[config.mk]
export PLATFORM = sky130hd
export DESIGN_NAME = dsram_axi_bridge_flat
export DESIGN_NICKNAME = d
export VERILOG_FILES = /design/src/rtl/dsram_axi_bridge_pkg.sv /design/src/rtl/dsram_axi_bridge_if.sv /design/src/rtl/dsram_wstrb_size.sv /design/src/rtl/dsram_axi_bridge.sv /design/src/flat_wrapper.sv
export SDC_FILE = /design/constraint.sdc
export NUM_CORES = 1
export LEC_CHECK = 0
export BUFFER_PORTS_ARGS = -buffer_cell sky130_fd_sc_hd__buf_2
export CAP_MARGIN = 20
export CORE_ASPECT_RATIO = 1.2
export CORE_MARGIN = 2
export CORE_UTILIZATION = 31
export DETAILED_ROUTE_END_ITERATION = 10
export PLACE_DENSITY_LB_ADDON = 0.15
export SYNTH_ARGS = -nofsm -noshare
export SYNTH_HDL_FRONTEND = slang
export SYNTH_HIERARCHICAL = 1
export SYNTH_SLANG_ARGS = --single-unit
[constraint.sdc]
create_clock -name clk -period 2.02 [get_ports clk]
set_input_delay 0.303 -clock clk [delete_from_list [all_inputs] [get_ports clk]]
set_output_delay 0.303 -clock clk [all_outputs]
set_load 0.03 [all_outputs]
[src/rtl/dsram_axi_bridge_pkg.sv]
// Shared types and constants for the data-SRAM to AXI4 bridge and its decoders.
package dsram_axi_bridge_pkg;

  typedef enum logic [2:0] {
    ST_IDLE    = 3'd0,
    ST_RD_AR   = 3'd1,
    ST_RD_R    = 3'd2,
    ST_WR_AW_W = 3'd3,
    ST_WR_B    = 3'd4,
    ST_DONE    = 3'd5
  } state_t;

  localparam logic [1:0] AXI_RESP_OKAY = 2'b00;

  localparam logic [2:0] SIZE_B = 3'd0;
  localparam logic [2:0] SIZE_H = 3'd1;
  localparam logic [2:0] SIZE_W = 3'd2;

endpackage

[src/rtl/dsram_axi_bridge_if.sv]
// Single-beat AXI4 channel bundle between the data-side bridge (master) and the bus.
interface dsram_axi_bridge_if;

  logic [3:0]  arid;
  logic [31:0] araddr;
  logic [2:0]  arsize;
  logic        arvalid;
  logic        arready;

  logic [31:0] rdata;
  logic [1:0]  rresp;
  logic        rvalid;
  logic        rready;

  logic [3:0]  awid;
  logic [31:0] awaddr;
  logic [2:0]  awsize;
  logic        awvalid;
  logic        awready;

  logic [31:0] wdata;
  logic [3:0]  wstrb;
  logic        wlast;
  logic        wvalid;
  logic        wready;

  logic [1:0]  bresp;
  logic        bvalid;
  logic        bready;

  modport master (
    output arid, araddr, arsize, arvalid, input arready,
    input  rdata, rresp, rvalid, output rready,
    output awid, awaddr, awsize, awvalid, input awready,
    output wdata, wstrb, wlast, wvalid, input wready,
    input  bresp, bvalid, output bready
  );

  modport slave (
    input  arid, araddr, arsize, arvalid, output arready,
    output rdata, rresp, rvalid, input rready,
    input  awid, awaddr, awsize, awvalid, output awready,
    input  wdata, wstrb, wlast, wvalid, output wready,
    output bresp, bvalid, input bready
  );

endinterface

[src/rtl/dsram_wstrb_size.sv]
// Byte-strobe to AXI transfer-size decoder: full word, aligned halfword, single byte.
module dsram_wstrb_size
  import dsram_axi_bridge_pkg::*;
(
  input  logic [3:0] i_wstrb,
  output logic [2:0] o_size
);

  always_comb begin
    // NOTE: default assignment before the case so every path drives o_size and no latch is inferred.
    o_size = SIZE_W;
    case (i_wstrb)
      4'b0011, 4'b1100:                   o_size = SIZE_H;
      4'b0001, 4'b0010, 4'b0100, 4'b1000: o_size = SIZE_B;
      default:                            o_size = SIZE_W;
    endcase
  end

endmodule

[src/rtl/dsram_axi_bridge.sv]
// Core data-SRAM port to single-beat AXI4 bridge, one access outstanding, stalls the core meanwhile.
// Define DSRAM_BRIDGE_ERR_EN to enable sticky error capture on non-OKAY rresp/bresp.
module dsram_axi_bridge
  import dsram_axi_bridge_pkg::*;
#(
  parameter logic [3:0] AXI_ID  = 4'd1,
  parameter logic [2:0] RD_SIZE = 3'd2
) (
  input  logic              clk,
  input  logic              rst,
  input  logic              data_sram_en,
  input  logic [3:0]        data_sram_wen,
  input  logic [31:0]       data_sram_addr,
  input  logic [31:0]       data_sram_wdata,
  output logic [31:0]       data_sram_rdata,
  output logic              stallreq,
  dsram_axi_bridge_if.master axi,
  output logic              err_valid,
  output logic [31:0]       err_addr
);

  state_t      r_state;
  logic [31:0] r_addr;
  logic [31:0] r_wdata;
  logic [3:0]  r_wstrb;
  logic [31:0] r_rdata;
  logic        r_arvalid, r_rready, r_awvalid, r_wvalid, r_bready;
  logic        r_aw_done, r_w_done;

  logic [2:0]  w_awsize;
  logic        w_ar_hs, w_r_hs, w_aw_hs, w_w_hs, w_b_hs;
  logic        w_aw_fin, w_w_fin;

  dsram_wstrb_size u_wstrb_size (
    .i_wstrb (r_wstrb),
    .o_size  (w_awsize)
  );

  assign w_ar_hs  = r_arvalid & axi.arready;
  assign w_r_hs   = r_rready  & axi.rvalid;
  assign w_aw_hs  = r_awvalid & axi.awready;
  assign w_w_hs   = r_wvalid  & axi.wready;
  assign w_b_hs   = r_bready  & axi.bvalid;
  assign w_aw_fin = r_aw_done | w_aw_hs;
  assign w_w_fin  = r_w_done  | w_w_hs;

  always_ff @(posedge clk or negedge rst) begin
    if (!rst) begin
      r_state   <= ST_IDLE;
      r_addr    <= '0;
      r_wdata   <= '0;
      r_wstrb   <= '0;
      r_rdata   <= '0;
      r_arvalid <= 1'b0;
      r_rready  <= 1'b0;
      r_awvalid <= 1'b0;
      r_wvalid  <= 1'b0;
      r_bready  <= 1'b0;
      r_aw_done <= 1'b0;
      r_w_done  <= 1'b0;
    end else begin
      // NOTE: non-blocking assignments so every register samples pre-edge values regardless of statement order.
      case (r_state)
        ST_IDLE: begin
          if (data_sram_en) begin
            r_addr  <= data_sram_addr;
            r_wdata <= data_sram_wdata;
            r_wstrb <= data_sram_wen;
            if (data_sram_wen == 4'b0000) begin
              r_arvalid <= 1'b1;
              r_state   <= ST_RD_AR;
            end else begin
              r_awvalid <= 1'b1;
              r_wvalid  <= 1'b1;
              r_state   <= ST_WR_AW_W;
            end
          end
        end
        ST_RD_AR: begin
          if (w_ar_hs) begin
            r_arvalid <= 1'b0;
            r_rready  <= 1'b1;
            r_state   <= ST_RD_R;
          end
        end
        ST_RD_R: begin
          if (w_r_hs) begin
            r_rready <= 1'b0;
            r_rdata  <= axi.rdata;
            r_state  <= ST_DONE;
          end
        end
        ST_WR_AW_W: begin
          // AW and W complete independently; the done flags remember an earlier handshake.
          if (w_aw_hs) begin
            r_awvalid <= 1'b0;
            r_aw_done <= 1'b1;
          end
          if (w_w_hs) begin
            r_wvalid <= 1'b0;
            r_w_done <= 1'b1;
          end
          if (w_aw_fin && w_w_fin) begin
            r_aw_done <= 1'b0;
            r_w_done  <= 1'b0;
            r_bready  <= 1'b1;
            r_state   <= ST_WR_B;
          end
        end
        ST_WR_B: begin
          if (w_b_hs) begin
            r_bready <= 1'b0;
            r_state  <= ST_DONE;
          end
        end
        ST_DONE: r_state <= ST_IDLE;
        default: r_state <= ST_IDLE;
      endcase
    end
  end

  // In IDLE the stall follows the request combinationally; DONE releases the pipeline for one cycle.
  assign stallreq = rst & ((r_state == ST_IDLE) ? data_sram_en : (r_state != ST_DONE));
  assign data_sram_rdata = r_rdata;

  assign axi.arid    = AXI_ID;
  assign axi.araddr  = r_addr;
  assign axi.arsize  = RD_SIZE;
  assign axi.arvalid = r_arvalid;
  assign axi.rready  = r_rready;
  assign axi.awid    = AXI_ID;
  assign axi.awaddr  = r_addr;
  assign axi.awsize  = w_awsize;
  assign axi.awvalid = r_awvalid;
  assign axi.wdata   = r_wdata;
  assign axi.wstrb   = r_wstrb;
  assign axi.wlast   = 1'b1;
  assign axi.wvalid  = r_wvalid;
  assign axi.bready  = r_bready;

`ifdef DSRAM_BRIDGE_ERR_EN
  logic        r_err_valid;
  logic [31:0] r_err_addr;
  logic        w_resp_err;

  assign w_resp_err = (w_r_hs && (axi.rresp != AXI_RESP_OKAY)) ||
                      (w_b_hs && (axi.bresp != AXI_RESP_OKAY));

  // Sticky until reset; the first failing access address is kept.
  always_ff @(posedge clk or negedge rst) begin
    if (!rst) begin
      r_err_valid <= 1'b0;
      r_err_addr  <= '0;
    end else if (w_resp_err && !r_err_valid) begin
      r_err_valid <= 1'b1;
      r_err_addr  <= r_addr;
    end
  end

  assign err_valid = r_err_valid;
  assign err_addr  = r_err_addr;
`else
  assign err_valid = 1'b0;
  assign err_addr  = '0;
`endif

endmodule

[src/flat_wrapper.sv]
// flat-port wrapper written by rule: the top's interface ports become plain ports
module dsram_axi_bridge_flat import dsram_axi_bridge_pkg::*;
#(
  parameter logic [3:0] AXI_ID  = 4'd1,
  parameter logic [2:0] RD_SIZE = 3'd2
)
  (clk, rst, data_sram_en, data_sram_wen, data_sram_addr, data_sram_wdata, data_sram_rdata, stallreq, err_valid, err_addr, axi_arid, axi_araddr, axi_arsize, axi_arvalid, axi_arready, axi_rdata, axi_rresp, axi_rvalid, axi_rready, axi_awid, axi_awaddr, axi_awsize, axi_awvalid, axi_awready, axi_wdata, axi_wstrb, axi_wlast, axi_wvalid, axi_wready, axi_bresp, axi_bvalid, axi_bready);
  dsram_axi_bridge_if axi_i ();
  input  logic clk;
  input  logic rst;
  input  logic data_sram_en;
  input  logic [3:0] data_sram_wen;
  input  logic [31:0] data_sram_addr;
  input  logic [31:0] data_sram_wdata;
  output logic [31:0] data_sram_rdata;
  output logic stallreq;
  output logic err_valid;
  output logic [31:0] err_addr;
  output wire logic [$bits(axi_i.arid)-1:0] axi_arid;
  output wire logic [$bits(axi_i.araddr)-1:0] axi_araddr;
  output wire logic [$bits(axi_i.arsize)-1:0] axi_arsize;
  output wire logic [$bits(axi_i.arvalid)-1:0] axi_arvalid;
  input wire logic [$bits(axi_i.arready)-1:0] axi_arready;
  input wire logic [$bits(axi_i.rdata)-1:0] axi_rdata;
  input wire logic [$bits(axi_i.rresp)-1:0] axi_rresp;
  input wire logic [$bits(axi_i.rvalid)-1:0] axi_rvalid;
  output wire logic [$bits(axi_i.rready)-1:0] axi_rready;
  output wire logic [$bits(axi_i.awid)-1:0] axi_awid;
  output wire logic [$bits(axi_i.awaddr)-1:0] axi_awaddr;
  output wire logic [$bits(axi_i.awsize)-1:0] axi_awsize;
  output wire logic [$bits(axi_i.awvalid)-1:0] axi_awvalid;
  input wire logic [$bits(axi_i.awready)-1:0] axi_awready;
  output wire logic [$bits(axi_i.wdata)-1:0] axi_wdata;
  output wire logic [$bits(axi_i.wstrb)-1:0] axi_wstrb;
  output wire logic [$bits(axi_i.wlast)-1:0] axi_wlast;
  output wire logic [$bits(axi_i.wvalid)-1:0] axi_wvalid;
  input wire logic [$bits(axi_i.wready)-1:0] axi_wready;
  input wire logic [$bits(axi_i.bresp)-1:0] axi_bresp;
  input wire logic [$bits(axi_i.bvalid)-1:0] axi_bvalid;
  output wire logic [$bits(axi_i.bready)-1:0] axi_bready;
  assign axi_arid = axi_i.arid;
  assign axi_araddr = axi_i.araddr;
  assign axi_arsize = axi_i.arsize;
  assign axi_arvalid = axi_i.arvalid;
  assign axi_i.arready = axi_arready;
  assign axi_i.rdata = axi_rdata;
  assign axi_i.rresp = axi_rresp;
  assign axi_i.rvalid = axi_rvalid;
  assign axi_rready = axi_i.rready;
  assign axi_awid = axi_i.awid;
  assign axi_awaddr = axi_i.awaddr;
  assign axi_awsize = axi_i.awsize;
  assign axi_awvalid = axi_i.awvalid;
  assign axi_i.awready = axi_awready;
  assign axi_wdata = axi_i.wdata;
  assign axi_wstrb = axi_i.wstrb;
  assign axi_wlast = axi_i.wlast;
  assign axi_wvalid = axi_i.wvalid;
  assign axi_i.wready = axi_wready;
  assign axi_i.bresp = axi_bresp;
  assign axi_i.bvalid = axi_bvalid;
  assign axi_bready = axi_i.bready;
  dsram_axi_bridge #(.AXI_ID(AXI_ID), .RD_SIZE(RD_SIZE)) u_core (.clk(clk), .rst(rst), .data_sram_en(data_sram_en), .data_sram_wen(data_sram_wen), .data_sram_addr(data_sram_addr), .data_sram_wdata(data_sram_wdata), .data_sram_rdata(data_sram_rdata), .stallreq(stallreq), .axi(axi_i), .err_valid(err_valid), .err_addr(err_addr));
endmodule
# Yosys cells after proc, flatten, opt, wreduce, memory -nomap -nowiden
# Index checks and enable logic that the tools add are counted.
[totals]
reg_bits = 110
latch_bits = 0
ramBits = 0
romBits = 0
inputBits = 112
wordCells = 90
memories = 0
[op_classes]
n_addsub = 0
n_mul = 0
n_div = 0
order_cmp = 0
eq_ne = 20
shift = 0
n_mux = 29
n_bitwise = 8
n_reduce_logical = 21
[ops]
columns = ["op", "count"]
rows = [
  ["$mux W1", 16],
  ["$mux W3", 5],
  ["$pmux W3 S5", 1],
  ["$ne A2 B1 Y1 const B", 7],
  ["$reduce_and A4 Y1", 3],
  ["$reduce_bool A2 Y1", 6],
  ["$pmux W1 S2", 5],
  ["$eq A4 B2 Y1 const B", 2],
  ["$eq A4 B4 Y1 const B", 2],
  ["$reduce_and A2 Y1", 4],
  ["$and A1 B1 Y1", 6],
  ["$eq A3 B2 Y1 const B", 2],
  ["$reduce_and A3 Y1", 2],
  ["$reduce_and A5 Y1", 1],
  ["$eq A4 B1 Y1 const B", 1],
  ["$eq A4 B3 Y1 const B", 1],
  ["$logic_not A4 Y1", 1],
  ["$ne A2 B2 Y1 const B", 2],
  ["$pmux W2 S2", 1],
  ["$reduce_or A4 Y1", 1],
  ["$eq A3 B1 Y1 const B", 1],
  ["$eq A3 B3 Y1 const B", 1],
  ["$logic_not A3 Y1", 1],
  ["$ne A3 B3 Y1 const B", 1],
  ["other kinds (4)", 5],
]

# Depth between registers and ports, before layout
[logic_depth]
depth_word = 5
ltp_mapped = 5

# Cells and area by module
# Netlist, hierarchy kept.
[by_module_without_submodules]
columns = ["module", "instances", "cells_per_inst", "area_each_um2", "seq_area_each_um2"]
rows = [
  ["dsram_axi_bridge", 1, 356, 4888.4, 2752.6],
  ["dsram_wstrb_size", 1, 7, 46.3, 0.0],
]

# Least setup slack after synthesis
# OpenSTA, ideal clock, no wires.
[synth_path]
path_type = "reg-to-reg"
startpoint = "register u_core.r_state[0]"
endpoint = "register u_core.r_addr[21] (netlist: u_core/axi.araddr[21])"
setup_ns = 0.125
t_arrival_ns = 1.386
slack_ns = 0.509
path_stages_with_launch = 6
path_cell_list = "dfrtp_1 nand2b_4 nor3_2 buf_4 buf_6 mux2_2"
[synth_between]
elab_chain_len = 2
[synth_lines]
columns = ["item", "line_no", "source"]
rows = [
  ["start, declared", "dsram_axi_bridge.sv:22", "state_t r_state;"],
  ["start signal, assigned", "dsram_axi_bridge.sv:49", "r_state <= ST_IDLE;"],
  ["start signal, assigned", "dsram_axi_bridge.sv:71", "r_state <= ST_RD_AR;"],
  ["start signal, assigned", "dsram_axi_bridge.sv:75", "r_state <= ST_WR_AW_W;"],
  ["$logic_not A3 Y1", "dsram_axi_bridge.sv:63", "case (r_state)"],
  ["$reduce_and A2 Y1 (no source line)", "--", ""],
  ["end signal, assigned", "dsram_axi_bridge.sv:66", "r_addr <= data_sram_addr;"],
  ["end, declared", "dsram_axi_bridge.sv:23", "logic [31:0] r_addr;"],
]
# No other way between the ends.
# A chain may end at the register's enable or synchronous reset.

# Worst setup path after layout
[layout_path]
startpoint = "register u_core.r_state[0]"
endpoint = "output stallreq"
[layout_between]
elab_chain_len = 3
[layout_lines]
columns = ["item", "line_no", "source"]
rows = [
  ["$ne A3 B3 Y1 or $logic_not A3 Y1 (tied branches)", "dsram_axi_bridge.sv:123", "assign stallreq = rst & ((r_state == ST_IDLE) ? data_sram_en : (r_state != ST_DONE));"],
  ["$mux W1 *", "dsram_axi_bridge.sv:123", ""],
  ["$and A1 B1 Y1 *", "dsram_axi_bridge.sv:123", ""],
  ["end, declared", "flat_wrapper.sv:16", "output logic stallreq;"],
]
# Every way passes the cells marked *; elsewhere a longest branch is shown, timed or not.

==> impl_metrics.yaml <==
power_and_ir_drop:
  power_leakage_nw: 3.20
  p_switching_mw: 5.79
  pwr-share-seq_pct: 32.3
  intPower_mw: 6.48
  combPwrFrac_pct: 53.4
  power_frac_clock_pct: 14.3
  ir_drop_uv: 737
  pwr_density_cell_mw_per_mm2: 1950
  switching_share_pct: 47.2
global_route:
  grt_pass1_wl_mm: 17.4
  gr-total-overflow: 0
  grt_antenna_before_repair: 0
  grtUsageTotal_pct: 13.3
  grt_pass1_vias: 3314
  grt_max_degree: 111
yosys:
  synth_cells: 363
  synth_top_area_cell: "dfrtp_1"
  synth_area_mm2: 0.00493
  yosysMostFrequentCell: "dfrtp_1"
  avgSynthCellArea_um2: 13.6
  ys_seq_area_share_pct: 55.8
  synth_cell_type_count: 34
  synth_top_area_share_pct: 55.8
  synth_edf_count: 0
  async_flop_share_pct: 100
  synth_area_leaders: "dfrtp_1 56%, mux2_2 15%, buf_4 12%, mux2_1 7.8%, a21oi_1 0.91%"
  synthFlopType: "dfrtp_1"
  yosysWarnings: 6
  synth_common_cells: "110 x dfrtp_1, 80 x buf_4, 67 x mux2_2"
  ys_seq_elements: 110
routing:
  route.detailed.drc: 0
  wl_per_cell_um: 14.4
  dr.first_iter.drc_count: 91
  vias_per_cell: 4.19
  finalWirelength_mm: 11.4
  dr.pass1.iters: 3
  ant_nets: 0
  vias: 3317
clock_network:
  cts_num_sinks: 110
  cts_max_path_buffers: 2
  hold_buffers: 0
  cts_buffers: 9
  htreeDepth: 3
  cts_tree: "yes"
  cts.reportedPaths.clkPinSlew_ns: 0.07
  clk_latency_ns: 0.35
  post_cts_resized: 0
  post-cts-setup-buffers: 0
  root_buffer: "clkbuf_16"
placed_design:
  place_congestion: 0.723
  dp_cells: 776
  port_buffers: 247
  hpwlAfterDp_mm: 8.71
floorplanning:
  pin_count: 298
  die_area_mm2: 0.0169
  placeableCoreArea_mm2: 0.0156
  die_w_um: 119
  fp.dieH_um: 142
  std_cell_rows: 50
  initial_core_util_pct: 31.7
outcome:
  outcome: "finished, violations left"
  violations: "negative hold slack"
cells_and_area:
  antenna_cells: 0
  drive_above_1_share_pct: 58.1
  syn_to_final_growth_pct: 27.4
  nets: 691
  finalNonFillerCells: 791
worst_setup_path:
  critPathKind: "reg2out"
  critPathLaunchType: "flip-flop"
  r2r_end: "u_core/data_sram_rdata[31]$_DFFE_PN0P_"
  required_ns: 1.72
  end_kind: "primary output"
  crit_path_end: "stallreq"
  worstPathCellList: "nor3_1 -> a21oi_1 -> o21a_1 -> buf_2"
  reg2reg_slack_ns: 0.26
  path_max_fanout: 13
  worst_ep_arrival_time_ns: 1.54
  crit_start: "u_core/r_state[0]$_DFFE_PN0P_"
  reg2regPathDepth: 4
  cp_slowest_stage_delay_ns: 0.52
  reg2reg_from: "u_core/r_state[0]$_DFFE_PN0P_"
  crit_slowest_cell: "dfrtp_1"
timing:
  fin_tns_setup_ns: 0
  relSlewSlack_pct: 55.5
  slew_violations: 0
  fin_crit_ns: 1.84
  timing.final.crit_share_pct: 91.3
  rsz0062_at_grt: "no"
  clock.fmax_mhz: 542
  skew_ns: 0.00600
  timing.final.hold_violations: 8
  setup_viol: 0
  worstMarginPinSlew_ns: 0.667
  holdWs_ns: -0.0292
worst_hold_path:
  worstHoldPathType: "in2async"
flow_run:
  maxCapViolCount: 0
[power groups by stage]
stage                     Combinational [mW]  Clock [mW]  Sequential, mW
after floorplan                         3.10           0            6.04
after global placement                  6.60           0            3.96
after global routing                    6.94        1.95            4.14
final                                   6.55        1.76            3.96
after detailed placement                6.65           0            4.01
after CTS                               6.65        1.84            3.98
[stage by stage]
stage	setup WS, ns	util [%]	hold slack [ns]	total power, mW	instance area (um2)
after global routing	0.0524	40.4	0.107	13.0	6290
after CTS	0.145	40.4	0.0809	12.5	6290
after floorplan	0.509	-	0.00741	9.13	5100
after global placement	0.290	38.5	0.457	10.6	6000
after detailed placement	0.259	38.5	0.461	10.7	6000
final	0.176	40.4	-0.0292	12.3	6290
[cell usage in the layout, fill, tap and decap left out, drive strengths merged, types with 2 or more instances in the layout]
cell,instances
and3,2
nor3,2
a31oi,3
dfrtp,110
inv,2
clkbuf,12
nor4,2
a21oi,9
o21a,2
o21ai,2
nor2,10
conb,46
buf,255
mux2,101
xnor2,2
clkinvlp,2
nand2,8
[cell type report]
type / instances / area, um2
flip-flops and latches: 110 / 2750
well taps: 208 / 260
clock buffers: 12 / 246
clock inverters: 3 / 45.0
repair buffers: 255 / 1340
multi-input cells: 201 / 1640
fillers: 1531 / 9290
inverters: 2 / 7.51
[kinds of logic (layout without fill, tap and decap cells)]
kind of cell           Yosys count  after routing  share of synthesized area [%]
buffers and inverters           95            272                           14.4
AO/OA/AOI/OAI                   21             21                           2.66
AND/OR/NAND/NOR                 31             31                           3.50
XOR/XNOR                         2              2                          0.355
multiplexers                   101            101                           23.0
flip-flops                     110            110                           55.8
other                            3             46                          0.228
[registers in the layout, indices dropped and copies added (netlist names)]
| signal | flops |
|---|---|
| u_core/axi.wdata | 32 |
| u_core/r_aw_done | 1 |
| u_core/axi.rready | 1 |
| u_core/axi.awvalid | 1 |
| u_core/axi.bready | 1 |
| u_core/axi.arvalid | 1 |
| u_core/data_sram_rdata | 32 |
| u_core/axi.araddr | 32 |
| u_core/axi.wvalid | 1 |
| u_core/r_w_done | 1 |
| u_core/r_state | 3 |
| u_core/axi.wstrb | 4 |
[worst min-delay path by stage]
stage	to	slack, ns	cells after the start
finish	u_core/axi.rready$_DFFE_PN0P_	-0.03	2
global route	u_core/r_state[1]$_DFFE_PN0P_	0.11	2
CTS	u_core/r_state[2]$_DFFE_PN0P_	0.08	2
detailed placement	u_core/r_state[2]$_DFFE_PN0P_	0.46	2
global placement	u_core/r_state[1]$_DFFE_PN0P_	0.46	2
floorplan	u_core/axi.araddr[0]$_DFFE_PN0P_	0.007	0
[critical path: cells and delay by family (launching register included)]
kind | cells | cell delay [ns]
AOI/OAI and AO/OA | 2 | 0.26
buffers and inverters | 1 | 0.18
DFF | 1 | 0.52
and+or+nand+nor | 1 | 0.23
[metal layers]
| metal | vias to the layer above | track usage [%] | part of all wire, % |
|---|---|---|---|
| met3 | 15 | 3.29 | 7.1 |
| met1 | 1607 | 13.8 | 36 |
| met2 | 143 | 24.8 | 55 |
| li1 | 1552 | - | - |
| met5 | - | 0 | 0 |
| met4 | 0 | 6.89 | 2.4 |
No activity file was read; power rests on OpenSTA's default activity.
